==> src/rtl/wb_arbiter_pkg.sv <==
// rtl/wb_arbiter_pkg.sv - shared types and constants for the writeback arbiter
//
// Purpose: result-request bundle layout, debug write-enable width and a helper
//          that decides whether a retiring result really writes the register file.
// Ports:   none (package).
// Build option: WB_ARB_RR_EN (consumed by wb_arbiter) selects round-robin base policy.

package wb_arbiter_pkg;

   // Request bundle: {pc[31:0], wen, wnum[4:0], wdata[31:0]}
   localparam int WB_REQ_WD    = 70;
   localparam int WB_PC_LSB    = 38;
   localparam int WB_WEN_BIT   = 37;
   localparam int WB_WNUM_LSB  = 32;
   localparam int WB_WDATA_LSB = 0;
   localparam int DEBUG_WEN_WD = 4;

   typedef struct packed {
      logic [31:0] pc;
      logic        wen;
      logic [4:0]  wnum;
      logic [31:0] wdata;
   } wb_req_t;

   // $0 is hardwired to zero, so a write there is suppressed but still retires.
   function automatic logic rf_write_en(input logic wen, input logic [4:0] wnum);
      return wen && (wnum != 5'd0);
   endfunction

endpackage

==> src/rtl/wb_pick.sv <==
// rtl/wb_pick.sv - find-first-set with a rotating base
//
// Purpose: scans req starting at index base, wrapping modulo N, and returns the
//          first set bit as a one-hot grant plus its binary index.
// Ports:   req   [N-1:0]  candidate set
//          base  [IW-1:0] index where the search starts
//          grant [N-1:0]  one-hot winner (zero when req is empty)
//          idx   [IW-1:0] index of the winner (zero when req is empty)
//          any            req has at least one bit set

module wb_pick #(
   parameter int N  = 4,
   parameter int IW = (N > 1) ? $clog2(N) : 1
) (
   input  logic [N-1:0]  req,
   input  logic [IW-1:0] base,
   output logic [N-1:0]  grant,
   output logic [IW-1:0] idx,
   output logic          any
);

   always_comb begin
      grant = '0;
      idx   = '0;
      any   = 1'b0;
      for (int k = 0; k < N; k++) begin
         int j;
         j = (int'(base) + k) % N;
         if (!any && req[j]) begin
            any      = 1'b1;
            grant[j] = 1'b1;
            idx      = IW'(j);
         end
      end
   end

endmodule

==> src/rtl/wb_arbiter.sv <==
// rtl/wb_arbiter.sv - writeback arbiter sharing the register-file write port
//
// Purpose: grants at most one of NUM_REQ functional-unit results per cycle
//          (starved requests first, then the base policy) and registers the
//          winner onto the register-file write port, retire and debug trace.
// Ports:   clk, rst (async, active-high)
//          req_valid/req_pc/req_wen/req_wnum/req_wdata  per-slot result requests
//          req_ready        one-hot combinational grant
//          rf_we/rf_waddr/rf_wdata                      registered write port
//          retire_valid/retire_id                       registered retire notice
//          debug_wb_pc/_rf_wen/_rf_wnum/_rf_wdata       registered trace
// Build option: WB_ARB_RR_EN - round-robin base policy with a rotating pointer;
//          when undefined the base policy is fixed priority (index 0 highest).

module wb_arbiter
   import wb_arbiter_pkg::*;
#(
   parameter int NUM_REQ      = 4,
   parameter int STARVE_LIMIT = 8,
   parameter int CNT_W        = 4
) (
   input  logic                         clk,
   input  logic                         rst,
   input  logic [NUM_REQ-1:0]           req_valid,
   input  logic [32*NUM_REQ-1:0]        req_pc,
   input  logic [NUM_REQ-1:0]           req_wen,
   input  logic [5*NUM_REQ-1:0]         req_wnum,
   input  logic [32*NUM_REQ-1:0]        req_wdata,
   output logic [NUM_REQ-1:0]           req_ready,
   output logic                         rf_we,
   output logic [4:0]                   rf_waddr,
   output logic [31:0]                  rf_wdata,
   output logic                         retire_valid,
   output logic [$clog2(NUM_REQ)-1:0]   retire_id,
   output logic [31:0]                  debug_wb_pc,
   output logic [DEBUG_WEN_WD-1:0]      debug_wb_rf_wen,
   output logic [4:0]                   debug_wb_rf_wnum,
   output logic [31:0]                  debug_wb_rf_wdata
);

   localparam int IW = $clog2(NUM_REQ);
   localparam logic [CNT_W-1:0] CNT_MAX = {CNT_W{1'b1}};

   wb_req_t             req [NUM_REQ];
   logic [NUM_REQ-1:0]  starved;
   logic [NUM_REQ-1:0]  s_grant, b_grant;
   logic [IW-1:0]       s_idx, b_idx, gnt_idx, base;
   logic                s_any, b_any;

   logic [CNT_W-1:0]    cnt_q [NUM_REQ];
   logic [CNT_W-1:0]    cnt_d [NUM_REQ];

   logic                rf_we_q, rf_we_d;
   logic                retire_valid_q, retire_valid_d;
   logic [IW-1:0]       retire_id_q, retire_id_d;
   logic [4:0]          rf_waddr_q, rf_waddr_d;
   logic [31:0]         rf_wdata_q, rf_wdata_d;
   logic [31:0]         pc_q, pc_d;

   always_comb begin
      for (int i = 0; i < NUM_REQ; i++) begin
         req[i].pc    = req_pc[32*i +: 32];
         req[i].wen   = req_wen[i];
         req[i].wnum  = req_wnum[5*i +: 5];
         req[i].wdata = req_wdata[32*i +: 32];
         starved[i]   = req_valid[i] && (cnt_q[i] >= CNT_W'(STARVE_LIMIT));
      end
   end

`ifdef WB_ARB_RR_EN
   logic [IW-1:0] ptr_q, ptr_d;

   assign base = ptr_q;

   // Any grant, starved or not, moves the pointer past the winner.
   always_comb begin
      ptr_d = ptr_q;
      if (|req_valid)
         ptr_d = (gnt_idx == IW'(NUM_REQ-1)) ? '0 : gnt_idx + 1'b1;
   end

   always_ff @(posedge clk or posedge rst) begin
      if (rst) ptr_q <= '0;
      else     ptr_q <= ptr_d;
   end
`else
   assign base = '0;
`endif

   wb_pick #(.N(NUM_REQ), .IW(IW)) u_pick_starved (
      .req(starved), .base(IW'(0)), .grant(s_grant), .idx(s_idx), .any(s_any)
   );

   wb_pick #(.N(NUM_REQ), .IW(IW)) u_pick_base (
      .req(req_valid), .base(base), .grant(b_grant), .idx(b_idx), .any(b_any)
   );

   // b_any alone decides whether a grant exists; starved is a subset of valid.
   assign req_ready = s_any ? s_grant : b_grant;
   assign gnt_idx   = s_any ? s_idx   : b_idx;

   always_comb begin
      for (int i = 0; i < NUM_REQ; i++) begin
         if (!req_valid[i] || req_ready[i]) cnt_d[i] = '0;
         else if (cnt_q[i] == CNT_MAX)      cnt_d[i] = cnt_q[i];
         else                               cnt_d[i] = cnt_q[i] + 1'b1;
      end
   end

   always_comb begin
      rf_we_d        = 1'b0;
      retire_valid_d = 1'b0;
      retire_id_d    = retire_id_q;
      rf_waddr_d     = rf_waddr_q;
      rf_wdata_d     = rf_wdata_q;
      pc_d           = pc_q;
      if (b_any) begin
         retire_valid_d = 1'b1;
         retire_id_d    = gnt_idx;
         rf_we_d        = rf_write_en(req[gnt_idx].wen, req[gnt_idx].wnum);
         rf_waddr_d     = req[gnt_idx].wnum;
         rf_wdata_d     = req[gnt_idx].wdata;
         pc_d           = req[gnt_idx].pc;
      end
   end

   always_ff @(posedge clk or posedge rst) begin
      if (rst) begin
         for (int i = 0; i < NUM_REQ; i++) cnt_q[i] <= '0;
         rf_we_q        <= 1'b0;
         retire_valid_q <= 1'b0;
         retire_id_q    <= '0;
         rf_waddr_q     <= '0;
         rf_wdata_q     <= '0;
         pc_q           <= '0;
      end else begin
         for (int i = 0; i < NUM_REQ; i++) cnt_q[i] <= cnt_d[i];
         rf_we_q        <= rf_we_d;
         retire_valid_q <= retire_valid_d;
         retire_id_q    <= retire_id_d;
         rf_waddr_q     <= rf_waddr_d;
         rf_wdata_q     <= rf_wdata_d;
         pc_q           <= pc_d;
      end
   end

   assign rf_we             = rf_we_q;
   assign rf_waddr          = rf_waddr_q;
   assign rf_wdata          = rf_wdata_q;
   assign retire_valid      = retire_valid_q;
   assign retire_id         = retire_id_q;
   assign debug_wb_pc       = pc_q;
   assign debug_wb_rf_wen   = {DEBUG_WEN_WD{rf_we_q}};
   assign debug_wb_rf_wnum  = rf_waddr_q;
   assign debug_wb_rf_wdata = rf_wdata_q;

endmodule

==> config.mk <==
export PLATFORM = sky130hd
export DESIGN_NAME = wb_arbiter
export DESIGN_NICKNAME = d
export VERILOG_FILES = /design/src/rtl/wb_arbiter_pkg.sv /design/src/rtl/wb_pick.sv /design/src/rtl/wb_arbiter.sv
export SDC_FILE = /design/constraint.sdc
export NUM_CORES = 1
export LEC_CHECK = 0
export ABC_AREA = 1
export BUFFER_PORTS_ARGS = -buffer_cell sky130_fd_sc_hd__buf_2
export CORE_AREA = 2 2 155 157
export DETAILED_ROUTE_END_ITERATION = 8
export DIE_AREA = 0 0 157 159
export GPL_TIMING_DRIVEN = 0
export PLACE_DENSITY_LB_ADDON = 0.1
export SYNTH_ARGS = -nofsm -noshare
export SYNTH_HDL_FRONTEND = slang
export SYNTH_HIERARCHICAL = 1
export SYNTH_SLANG_ARGS = --single-unit
export TNS_END_PERCENT = 20
==> constraint.sdc <==
create_clock -name clk -period 3.55 [get_ports clk]
set_input_delay 0.71 -clock clk [delete_from_list [all_inputs] [get_ports clk]]
set_output_delay 0.71 -clock clk [all_outputs]
set_load 0.01 [all_outputs]
Yosys cells after proc, flatten, opt, wreduce, memory -nomap -nowiden
Cells that the tools add are included.
{"block": "op_classes", "mux": 37, "n_eq_ne": 8, "bitwise_logic": 1, "n_reduce_logical": 26, "n_addsub": 4, "magnitude_cmp": 5}
{"operator": "binary-select mux 70 bit (select 2 bit)", "n": 1}
{"operator": "two-way mux 70 bit", "n": 2}
{"operator": "two-way mux 4 bit", "n": 11}
{"operator": "adder 4 x 1 -> 4 bit, second input constant", "n": 4}
{"operator": "== test 4 bit, second input constant", "n": 4}
{"operator": "greater-or-equal comparator 4 bit, second input constant", "n": 4}
{"operator": "two-way mux 1 bit", "n": 14}
{"operator": "two-way mux 2 bit", "n": 7}
{"operator": "logical AND 1 bit", "n": 11}
{"operator": "logical NOT 1 bit", "n": 10}
{"operator": "!= test 2 bit, second input constant", "n": 4}
{"operator": "two-way mux 3 bit", "n": 2}
{"operator": "nonzero test 5 bit", "n": 1}
{"operator": "logical OR 1 bit", "n": 4}
{"operator": "greater-or-equal comparator 3 bit, second input constant", "n": 1}
{"operator": "NOT 2 -> 3 bit", "n": 1}
{"block": "word_totals", "word_cells": 91, "in_bits": 286, "output_inout_bits": 118, "register_bits": 89}

Depth between registers and ports, before layout
Gate-level depths: netlist (run 1).
{"block": "logic_depth", "ltp_word": 20, "mapped_depth": 20, "ltp_nobuf": 19}

Modules after synthesis
Netlist (run 1), hierarchy kept.
{"mod": "wb_arbiter", "cells_each": 876, "instances": 1, "area_per_inst_um2": 6020.8, "seq_area_each_um2": 2227.1}
{"mod": "wb_pick at u_pick_base", "cells_each": 74, "instances": 1, "area_per_inst_um2": 440.4, "seq_area_each_um2": 0.0}
{"mod": "wb_pick at u_pick_starved", "cells_each": 74, "instances": 1, "area_per_inst_um2": 435.4, "seq_area_each_um2": 0.0}

Worst setup path after synthesis (run 1)
Ideal clock, no wire load.
{"block": "synth_path", "path_type": "input to output", "start": "input req_valid[0]", "end": "output req_ready[0]", "slack_ns": 1.021, "arrival_ns": 1.819, "path_buffers": 2, "t_required_ns": 2.840, "cell_stages": 13, "path_cell_list": "nand2_1 > inv_1 > inv_1 > nand2_2 > nand3_2 > nand2_4 > nor2_4 > buf_6 > nand4_1 > buf_6 > inv_6 > nand2_1 > nand2_1"}
{"block": "synth_via", "elab_chain_cells": 12}
{"element": "start, declared", "line": "wb_arbiter.sv:24", "source": "input logic [NUM_REQ-1:0] req_valid,"}
{"element": "logical AND 1 bit (*)", "line": "wb_arbiter.sv:66", "source": "starved[i] = req_valid[i] && (cnt_q[i] >= CNT_W'(STARVE_LIMIT));"}
{"element": "net starved[0]", "line": "wb_arbiter.sv:45", "source": "logic [NUM_REQ-1:0] starved;"}
{"element": "two-way mux 1 bit (*)", "line": "wb_pick.sv:29", "source": "if (!any && req[j]) begin"}
{"element": "logical NOT 1 bit", "line": "wb_pick.sv:29"}
{"element": "logical AND 1 bit", "line": "wb_pick.sv:29"}
{"element": "two-way mux 1 bit (*)", "line": "wb_pick.sv:29"}
{"element": "logical NOT 1 bit", "line": "wb_pick.sv:29"}
{"element": "logical AND 1 bit", "line": "wb_pick.sv:29"}
{"element": "two-way mux 1 bit (*)", "line": "wb_pick.sv:29"}
{"element": "logical NOT 1 bit", "line": "wb_pick.sv:29"}
{"element": "logical AND 1 bit", "line": "wb_pick.sv:29"}
{"element": "two-way mux 1 bit (*)", "line": "wb_pick.sv:29"}
{"element": "net s_any", "line": "wb_arbiter.sv:48", "source": "logic s_any, b_any;"}
{"element": "two-way mux 4 bit (*)", "line": "wb_arbiter.sv:99", "source": "assign req_ready = s_any ? s_grant : b_grant;"}
{"element": "end, declared", "line": "wb_arbiter.sv:29", "source": "output logic [NUM_REQ-1:0] req_ready,"}
The timed path passes the listed nets; every way through them passes the cells marked *.

Worst setup path after layout (run 1)
Same ends and word-level chain as after synthesis.

==> results, run 1 <==
- The flow ran to the end, and the final reports show no timing, DRC or antenna violations.
- The final period utilization is 84.3%.
- The maximum fanout encountered on the critical timing path is 10.
- After synthesis the netlist holds a flip-flop and latch count of 89.
- Hold repair after CTS inserted 0 buffers.
- The share of the synthesized area in compound gates (AO/OA/AOI/OAI) is 19.0%.
- The synthesized netlist devotes 32.1% of its cell area to simple gates.
- The total setup violations reported at the end of the flow is 0.
- The average detailed-routed wire length per instance is 17.0 µm.
- The ratio of cells with drive above 1 in the final layout is 36.9%.
- For this run, the total global-route usage over all layers was measured as 24.0%.
- Setup repair after global routing left no endpoint under its margin.
- Sorting the synthesized cells by how often they occur yields 271 x sky130_fd_sc_hd__nand2_1, 143 x sky130_fd_sc_hd__nor2_1, 124 x sky130_fd_sc_hd__o21ai_1.
- The total overflow left after global routing is 0.
- The worst min-delay path category is in -> async.
- The root buffer cell chosen for the clock tree is sky130_fd_sc_hd__clkbuf_16.
- The core outline area is 23200 µm².
- In the final design database the tool counted 1772 nets.
- The clock arrives with 10.5 ps of skew.
- The number of distinct standard cells referenced by the synthesized netlist is 32.
- In this run, the number of DRC markers left after iteration 0 of detailed routing was 535.
- The data arrival time at the worst-slack endpoint is 2280 ps.
- The CTS tree is yes.
- The final cell count without fillers is 1795.
- The via count of the first global-routing pass is 8340.
- The clock transition at the registers of the reported paths is 70 ps.
- In this run the vertical extent of the chip is 159 µm.
- The clock period could shrink to 2990 ps.
- The count of buffers added on input and output ports is 403.
- The number of remaining DRC errors is 0.
- The synthesized area is 6900 µm².
- Row generation in the floorplan step produced 56 rows.
- The number of antenna-violating nets in the routed design is 0.
- Detailed placement ended at an HPWL of 24400 µm.
- For the pin with the worst max-slew slack, the measured transition is 828 ps.
- The number of placed instances, taps included, is 1776.
- The multi-input combinational cells in the finished layout cover a total of 3910 µm².
- After filler insertion, the fill cell instance count of the layout stands at 2589.
- The register area share after synthesis is 32.3%.
- The via total after detailed routing is 8455.
- The number of levels in the clock H-tree is 3.
- For this configuration, the core starts out at a cell density of 29.7%.
- The clock passes through at most 2 buffers.
- Power spread over the standard cell area amounts to 502 nW/µm².
- The number of buffers added for setup after CTS is 0.
- The kind of critical path is in -> out.
- The primary flip-flop cell chosen by synthesis mapping is sky130_fd_sc_hd__dfrtp_1.
- The worst-case IR drop observed on VDD is 259 µV.
- Yosys printed 6 warnings.
- At the worst endpoint, the required time is 2840 ps.
- The share of the synthesized area in the top cell type is 32.3%.
- Routability-driven placement finished with a final weighted congestion of 0.875.
- The highest achievable clock rate is 0.334 GHz.
- The overall die width is 157 µm.
- The reported max-cap violation count is 0.
- The wire length after detailed routing is 30600 µm.
- Gates resized during post-CTS repair numbered 0.
- The number of buffers created by CTS is 9.
- The number of ports placed on the die boundary is 404.
- For this design the static power due to leakage is 0.00531 µW.
- The largest family of logic cells by synthesized area is simple AND/OR/NAND/NOR gates.
- The adder and majority gate portion of the synthesized area is 3.27%.
- The XOR/XNOR share of the synthesized area is 0.635%.
- The worst setup path is launched from an input pin.
- The dominant cell type by area after synthesis is sky130_fd_sc_hd__dfrtp_1.
- The number of flops mapped to enable cells by yosys is 0.
- In the synthesized netlist, the number of instances is 1024.
- Measured against the total synthesized area, the mux share comes to 0%.
- The fraction of registers with async set or reset after synthesis is 100%.
- The first detailed-routing pass took 5 iterations.
- The kind of capture point of the worst setup path is an output port.
- The global-route wire length before repair is 46100 µm.
- In the post-synthesis netlist, the cell with the most instances is sky130_fd_sc_hd__nand2_1.
- The total die area is 25000 µm².
- After synthesis, the cell types taking the most area are sky130_fd_sc_hd__dfrtp_1 32%, sky130_fd_sc_hd__nand2_1 15%, sky130_fd_sc_hd__o21ai_1 9.0%, sky130_fd_sc_hd__nor2_1 7.8%, sky130_fd_sc_hd__o22ai_1 5.8%.
- Headroom to the max-slew limit came out at 44.8%.
- The vias per cell is 4.71.
- Compared with the post-synthesis result, the final layout area differs by 41.5%.
- The final-report max-slew violation count came to 0.
- The initial antenna violation count is 4.
- The count of endpoints failing hold in the final timing report is 0.
- The overall power of the completed layout is 4890 µW.
- Entering global routing, the biggest net connects 48 pins.
- In the final layout, flip-flops and latches occupy 2230 µm².
- A synthesized cell averages 6.73 µm².
- CTS saw 89 sinks.
- The worst-skew pair later-pin latency is 350 ps.
## per-stage QoR
step / hold WS, ps / worst slack, ps / TNS [ps] / util, % / instance area (µm²)
after floorplan: 516 / 533 / 0 / - / 7010
after global placement: 458 / -937 / -82070 / 40.6 / 9420
after detailed placement: 460 / 53.5 / 0 / 40.8 / 9450
after CTS: 471 / 419 / 0 / 42.0 / 9750
after global routing: 484 / 250 / 0 / 42.1 / 9760
final: 443 / 556 / 0 / 42.1 / 9760
## path summary, 6_finish.rpt
path | startpoint | to | slack, ps | cells after the start
worst max-delay path | req_valid[0] | req_ready[0] | 560 | 15
max in group asynchronous | rst | cnt_q[11] | 2450 | 3
min in group clk | debug_wb_pc[6] | debug_wb_pc[6] | 470 | 2
worst max register to register | cnt_q[15] | rf_we | 640 | 17
worst min-delay path | rst | debug_wb_rf_wdata[21] | 440 | 2
worst min register to register | debug_wb_pc[6] | debug_wb_pc[6] | 470 | 2
## sequential cells by signal (all words and copies together), names as in the netlist
name               count
cnt_q                 16
debug_wb_pc           32
debug_wb_rf_wdata     32
debug_wb_rf_wnum       5
retire_id              2
retire_valid           1
rf_we                  1
## cells in the final DEF (no fill, tap or decap), types with 4 or more instances in the layout
master / count
sky130_fd_sc_hd__inv_2: 4
sky130_fd_sc_hd__buf_4: 47
sky130_fd_sc_hd__nand2_4: 4
sky130_fd_sc_hd__a21oi_1: 14
sky130_fd_sc_hd__nor2_1: 143
sky130_fd_sc_hd__buf_6: 13
sky130_fd_sc_hd__a21boi_0: 8
sky130_fd_sc_hd__clkbuf_1: 17
sky130_fd_sc_hd__nand2_1: 271
sky130_fd_sc_hd__clkbuf_16: 9
sky130_fd_sc_hd__ha_1: 18
sky130_fd_sc_hd__nand3_1: 61
sky130_fd_sc_hd__nand4_1: 16
sky130_fd_sc_hd__conb_1: 30
sky130_fd_sc_hd__o22ai_1: 64
sky130_fd_sc_hd__nand2_2: 18
sky130_fd_sc_hd__dfrtp_1: 89
sky130_fd_sc_hd__inv_1: 39
sky130_fd_sc_hd__o21ai_1: 124
sky130_fd_sc_hd__o21ai_0: 26
sky130_fd_sc_hd__buf_2: 429
## worst max-delay path, cell delays in order
cell                      delay (ps)
sky130_fd_sc_hd__buf_2           130
sky130_fd_sc_hd__nand2_1          60
sky130_fd_sc_hd__inv_1            60
sky130_fd_sc_hd__inv_1            60
sky130_fd_sc_hd__nand2_2          60
sky130_fd_sc_hd__nand3_2         130
sky130_fd_sc_hd__nand2_4          80
sky130_fd_sc_hd__nor2_4          150
sky130_fd_sc_hd__buf_6           150
sky130_fd_sc_hd__nand4_1          90
sky130_fd_sc_hd__buf_6           170
sky130_fd_sc_hd__inv_6            80
sky130_fd_sc_hd__nand2_1          50
sky130_fd_sc_hd__nand2_1         140
sky130_fd_sc_hd__buf_2           170
## routing by layer
metal	up-vias	GRT usage, %	routed length, µm
met2	326	42.2	15100
met3	39	3.76	2060
met1	3858	29.5	12700
li1	4230	-	-
met4	2	8.01	732
met5	-	0	14
## cell type report
class / instances / area share (%)
multi-input combinational: 816 / 40.1
sequential: 89 / 22.8
timing repair buffer: 404 / 21.0
buffer: 102 / 7.07
tap: 319 / 4.09
clock buffer: 12 / 2.53
inverter: 46 / 1.85
clock inverter: 4 / 0.526
antenna: 3 / 0.0769
## kinds of logic after synthesis
group                    Yosys count
AO/OA/AOI/OAI                    240
XOR/XNOR                           5
adder cells (fa/ha/maj)           18
buffers and inverters            148
flip-flops                        89
other                              1
AND/OR/NAND/NOR                  523
## report_power, final
group	internal (µW)	switching, µW	leakage, µW
registers	1280	212	0.00109
logic	1010	1390	0.00408
clock network	568	437	0.000143
total	2850	2040	0.00531
No activity file was read; power rests on OpenSTA's default activity.
==> run 2: changes to the inputs <==
--- a/config.mk
+++ b/config.mk
@@ -5,11 +5,11 @@
 export SDC_FILE = /design/constraint.sdc
 export NUM_CORES = 1
 export LEC_CHECK = 0
-export ABC_AREA = 1
+export ABC_AREA = 0
 export BUFFER_PORTS_ARGS = -buffer_cell sky130_fd_sc_hd__buf_2
-export CORE_AREA = 2 2 155 157
+export CORE_AREA = 2 2 157 159
 export DETAILED_ROUTE_END_ITERATION = 8
-export DIE_AREA = 0 0 157 159
+export DIE_AREA = 0 0 159 161
 export GPL_TIMING_DRIVEN = 0
 export PLACE_DENSITY_LB_ADDON = 0.1
 export SYNTH_ARGS = -nofsm -noshare
==> constraint.sdc (replaced) <==
create_clock -name clk -period 2.5 [get_ports clk]
set_input_delay 0.5 -clock clk [delete_from_list [all_inputs] [get_ports clk]]
set_output_delay 0.5 -clock clk [all_outputs]
set_load 0.01 [all_outputs]
==> results, run 2 <==
- The violation count after the first detailed-routing iteration is 256 (was 535).
- The setup slack after layout is -632 ps (was 556 ps).
- The clock period minus final worst setup slack is 3130 ps.
- The number of hold buffers added after cts is 0 (unchanged).
- The overall die width is 159 µm (was 157 µm).
- The highest achievable clock rate is 0.319 GHz.
- The data arrival time at the worst-slack endpoint is 3360 ps (was 2280 ps).
- The leakage power is 0.00507 µW (was 0.00531 µW).
- The launch point of the worst path is cnt_q[15] (was req_valid[0]).
- The sequential fraction of design power is 30.5% (about the same).
- The post-route core utilization is 42.7% (was 42.1%).
- The post-synthesis simple-gate area fraction was 6.22% (was 32.1%).
- The ratio of cells with drive above 1 in the final layout is 71.9% (was 36.9%).
- The overall power of the completed layout came to 6590 µW (was 4890 µW).
- The vias per cell came to 4.58 (was 4.71).
- The maximum fanout encountered on the critical timing path came to 7 (was 10).
- The core outline area is 24000 µm² (was 23200 µm²).
- The mean instance size in the synthesized netlist is 13.7 µm² (was 6.73 µm²).
- The checks that failed: negative setup slack.
- The relative max-transition margin is 44.6% (was 44.8%).
- The placed wire-length estimate is 19600 µm (was 24400 µm).
- The number of flops mapped to enable cells by yosys is 0 (unchanged).
- The largest stage delay on the critical path is 490 ps (was 170 ps).
- The initial antenna violation count is 1 (was 4).
- The primary flip-flop cell chosen by synthesis mapping is sky130_fd_sc_hd__dfrtp_1 (unchanged).
- The net total in the final layout was 1266 (was 1772).
- The worst setup timing slack at the placement stage is -1320 ps (was 53.5 ps).
- The adder and majority gate portion of the synthesized area came to 3.38% (was 3.27%).
- The worst-skew pair later-pin latency is 340 ps (was 350 ps).
- The number of antenna-violating nets in the routed design is 0 (unchanged).
- The fraction of registers with async set or reset after synthesis is 100% (unchanged).
- The library cell appearing most often on the critical path is sky130_fd_sc_hd__buf_6 (was sky130_fd_sc_hd__nand2_1).
- The startpoint of the most critical register-to-register path is cnt_q[15] (unchanged).
- The count of endpoints failing hold in the final timing report was 0 (unchanged).
- The net switching power figure came to 2120 µW (was 2040 µW).
- Commonest cells after routing, fill and taps aside: 403 x sky130_fd_sc_hd__buf_2, 89 x sky130_fd_sc_hd__dfrtp_1, 75 x sky130_fd_sc_hd__mux4_2 (was 429 x sky130_fd_sc_hd__buf_2, 271 x sky130_fd_sc_hd__nand2_1, 143 x sky130_fd_sc_hd__nor2_1).
- The number of levels in the clock H-tree is 3 (unchanged).
- The via total after detailed routing came to 5914 (was 8455).
- RSZ-0062 raised after global routing: true (was false).
- The total overflow reported by the global router is 0 (unchanged).
- Outcome: finished with violations (was complete, no violations).
- The Yosys warning count was 6 (unchanged).
- The share of total power in the clock network is 22.9% (was 20.5%).
- The total routing usage reported by global routing came to 18.6% (was 24.0%).
- The internal power of the cells came to 4470 µW (was 2850 µW).
- The CTS tree is yes (unchanged).
- The fraction of power spent switching nets is 32.2% (was 41.7%).
- The effective utilization at floorplan was 27.8% (was 29.7%).
- The number of buffers created by CTS is 9 (unchanged).
- The register area share after synthesis is 33.4% (was 32.3%).
- The final RePlAce weighted congestion is 0.781 (was 0.875).
- The clock sink total came to 89 (unchanged).
- The most common cell after layout, fill and taps aside was sky130_fd_sc_hd__buf_2 (unchanged).
- The XOR/XNOR share of the synthesized area was 0.526% (was 0.635%).
- The final clock skew is 5.37 ps (was 10.5 ps).
- Synth top cells by count: 89 x sky130_fd_sc_hd__dfrtp_1, 69 x sky130_fd_sc_hd__mux4_2, 50 x sky130_fd_sc_hd__mux2_2 (was 271 x sky130_fd_sc_hd__nand2_1, 143 x sky130_fd_sc_hd__nor2_1, 124 x sky130_fd_sc_hd__o21ai_1).
- The maximum number of pins on one net before global-route repair was 55 (was 48).
- The kind of capture point of the worst setup path is a flop (was output port).
- CP cell instances: and2_4 > mux4_2 > buf_6 > nor4b_4 > nor2_1 > a32o_2 > mux2i_4 > buf_12 > buf_12 > buf_6 > buf_6 > mux4_2 > mux2_4 (was buf_2 > nand2_1 > inv_1 > inv_1 > nand2_2 > nand3_2 > nand2_4 > nor2_4 > buf_6 > nand4_1 > buf_6 > inv_6 > nand2_1 > nand2_1 > buf_2).
- The number of ports placed on the die boundary is 404 (unchanged).
- The dominant cell type by area after synthesis is sky130_fd_sc_hd__dfrtp_1 (unchanged).
- The share of the synthesized area in compound gates (AO/OA/AOI/OAI) came to 4.75% (was 19.0%).
- The number of distinct standard cells referenced by the synthesized netlist is 39 (was 32).
- The design area is 10200 µm² (was 9760 µm²).
- The reported max-cap violation count was 0 (unchanged).
- The area used by sequential logic in the layout is 2230 µm² (unchanged).
- The number of cells produced by synthesis came to 486 (was 1024).
- The largest family of logic cells by synthesized area was multiplexers (was simple AND/OR/NAND/NOR gates).
- The via count of the first global-routing pass is 6102 (was 8340).
- The library cell used as clock root buffer was sky130_fd_sc_hd__clkbuf_16 (unchanged).
- The number of cells traversed by the worst register-to-register path is 13 (was 17).
- The share of power burned in combinational logic is 46.6% (was 48.9%).
- The number of detailed-routing iterations run before antenna repair came to 4 (was 5).
- The average detailed-routed wire length per instance is 19.1 µm (was 17.0 µm).
- The power density relative to cell area is 643 nW/µm² (was 502 nW/µm²).
- The synthesized area was 6660 µm² (was 6900 µm²).
- The total die area is 25600 µm² (was 25000 µm²).
- The number of I/O port buffers was 403 (unchanged).
- The global-route wire length before repair is 36300 µm (was 46100 µm).
- The synthesized flop and latch total is 89 (unchanged).
- The die height was 161 µm (was 159 µm).
- The share of synthesized area spent on multiplexers was 42.4% (was 0%).
- The maximum buffer depth of the clock tree is 2 (unchanged).
- The layout-stage area growth over the synthesis result is 53.8% (was 41.5%).
- The endpoint required time on the critical path came to 2730 ps (was 2840 ps).
- The largest voltage drop on the vdd net is 384 µV (was 259 µV).
- The clock transition at the registers of the reported paths is 70 ps (about the same).
- The number of remaining DRC errors is 0 (unchanged).
- The count of standard-cell rows is 57 (was 56).
- The startpoint kind of the worst setup timing path is a flop (was input pin).
- The worst path uses 125% of the clock period.
- The share of the synthesized area in the top cell type is 33.4% (was 32.3%).
- The total setup violations reported at the end of the flow is 82 (was 0).
- The filler cell count is 2398 (was 2589).
- The most frequent cell after synthesis was sky130_fd_sc_hd__dfrtp_1 (was sky130_fd_sc_hd__nand2_1).
- The standard cell area after detailed placement is 9260 µm² (was 9450 µm²).
- The area of combinational cells with multiple inputs is 4030 µm² (was 3910 µm²).
- The kind of critical path is reg -> reg (was in -> out).
- The library cell contributing the largest single delay on the critical path was sky130_fd_sc_hd__mux4_2 (was sky130_fd_sc_hd__buf_6).
- The worst-margin pin slew was 831 ps (was 828 ps).
- The final-report max-slew violation count is 0 (unchanged).
- The worst min-delay path category is in -> async (unchanged).
- The wire length after detailed routing was 24600 µm (was 30600 µm).
- Top cells by area, synth: sky130_fd_sc_hd__dfrtp_1 33%, sky130_fd_sc_hd__mux4_2 23%, sky130_fd_sc_hd__mux2_2 8.5%, sky130_fd_sc_hd__mux2_4 5.9%, sky130_fd_sc_hd__buf_4 5.0% (was sky130_fd_sc_hd__dfrtp_1 32%, sky130_fd_sc_hd__nand2_1 15%, sky130_fd_sc_hd__o21ai_1 9.0%, sky130_fd_sc_hd__nor2_1 7.8%, sky130_fd_sc_hd__o22ai_1 5.8%).
run 2: changes by cell type after synthesis, sizes merged, moves of 24 or more:
cell	delta
mux4	+77
o22ai	-64
nand3	-57
o21ai	-140
nor2	-123
mux2	+76
buf	-28
nand2	-287
inv	-24
run 2: area by class of cell:
cell class	count	area share, %
repair buffers	443	24.9
diodes	1	0.0244
clock inverters	4	0.745
inverters	21	0.794
well taps	324	3.96
multi-input cells	330	39.4
clock buffers	12	2.41
flip-flops and latches	89	21.8
plain buffers	68	6.06
run 2: layer usage:
layer | up-vias | GRT usage, % | routed length [µm]
met4 | 0 | 4.17 | 368
met5 | - | 0 | 0
met2 | 232 | 33.7 | 12800
met1 | 2905 | 22.3 | 9880
met3 | 20 | 4.80 | 1590
li1 | 2757 | - | -
run 2: power groups by stage:
stage / clock [µW] / combinational (µW) / sequential, µW
floorplan: 0 / 1560 / 2130
global placement: 0 / 2760 / 2030
detailed placement: 0 / 2770 / 2040
CTS: 1570 / 2970 / 2020
global route: 1630 / 3280 / 2060
finish: 1510 / 3070 / 2010
run 2: metrics by stage:
step                      TNS [ps]  instances  hold WS (ps)
after floorplan             -68260        510           551
final                       -41110       1292           188
after detailed placement    -90180       1238           489
after global routing        -50840       1292           222
after CTS                   -42600       1282           201
after global placement     -254710       1237           487
run 2: worst paths after layout:
check | slack [ps] | end
setup / recovery | -630 | debug_wb_rf_wdata[19]
hold / removal | 190 | debug_wb_pc[15]
setup reg to reg | -630 | debug_wb_rf_wdata[19]
min in group clk | 500 | debug_wb_pc[18]
hold reg to reg | 500 | debug_wb_pc[18]
max in group asynchronous | 1640 | cnt_q[5]
run 2: worst max-delay path, delay by kind of cell (launching register included):
kind                   cells  cell delay, ps
AOI/OAI and AO/OA          1             250
buffers and inverters      5             640
DFF                        1             380
muxes                      4            1210
and+or+nand+nor            3             530
run 2: repair_timing:
action                                  CTS  global route
endpoints found under the setup margin   87            92
gates cloned                              1             6
pin swaps                                 6             1
setup buffers                            29             4
gates resized for setup                  46            15
run 2: kinds of logic (layout without fill, tap and decap cells):
| logic type | count (synthesis) | after routing |
|---|---|---|
| compound gates | 47 | 47 |
| xor+xnor | 4 | 4 |
| fa+ha+maj | 18 | 18 |
| buf+inv | 91 | 548 |
| flops | 89 | 89 |
| mux | 162 | 162 |
| other cells | 1 | 26 |
| simple gates | 74 | 74 |
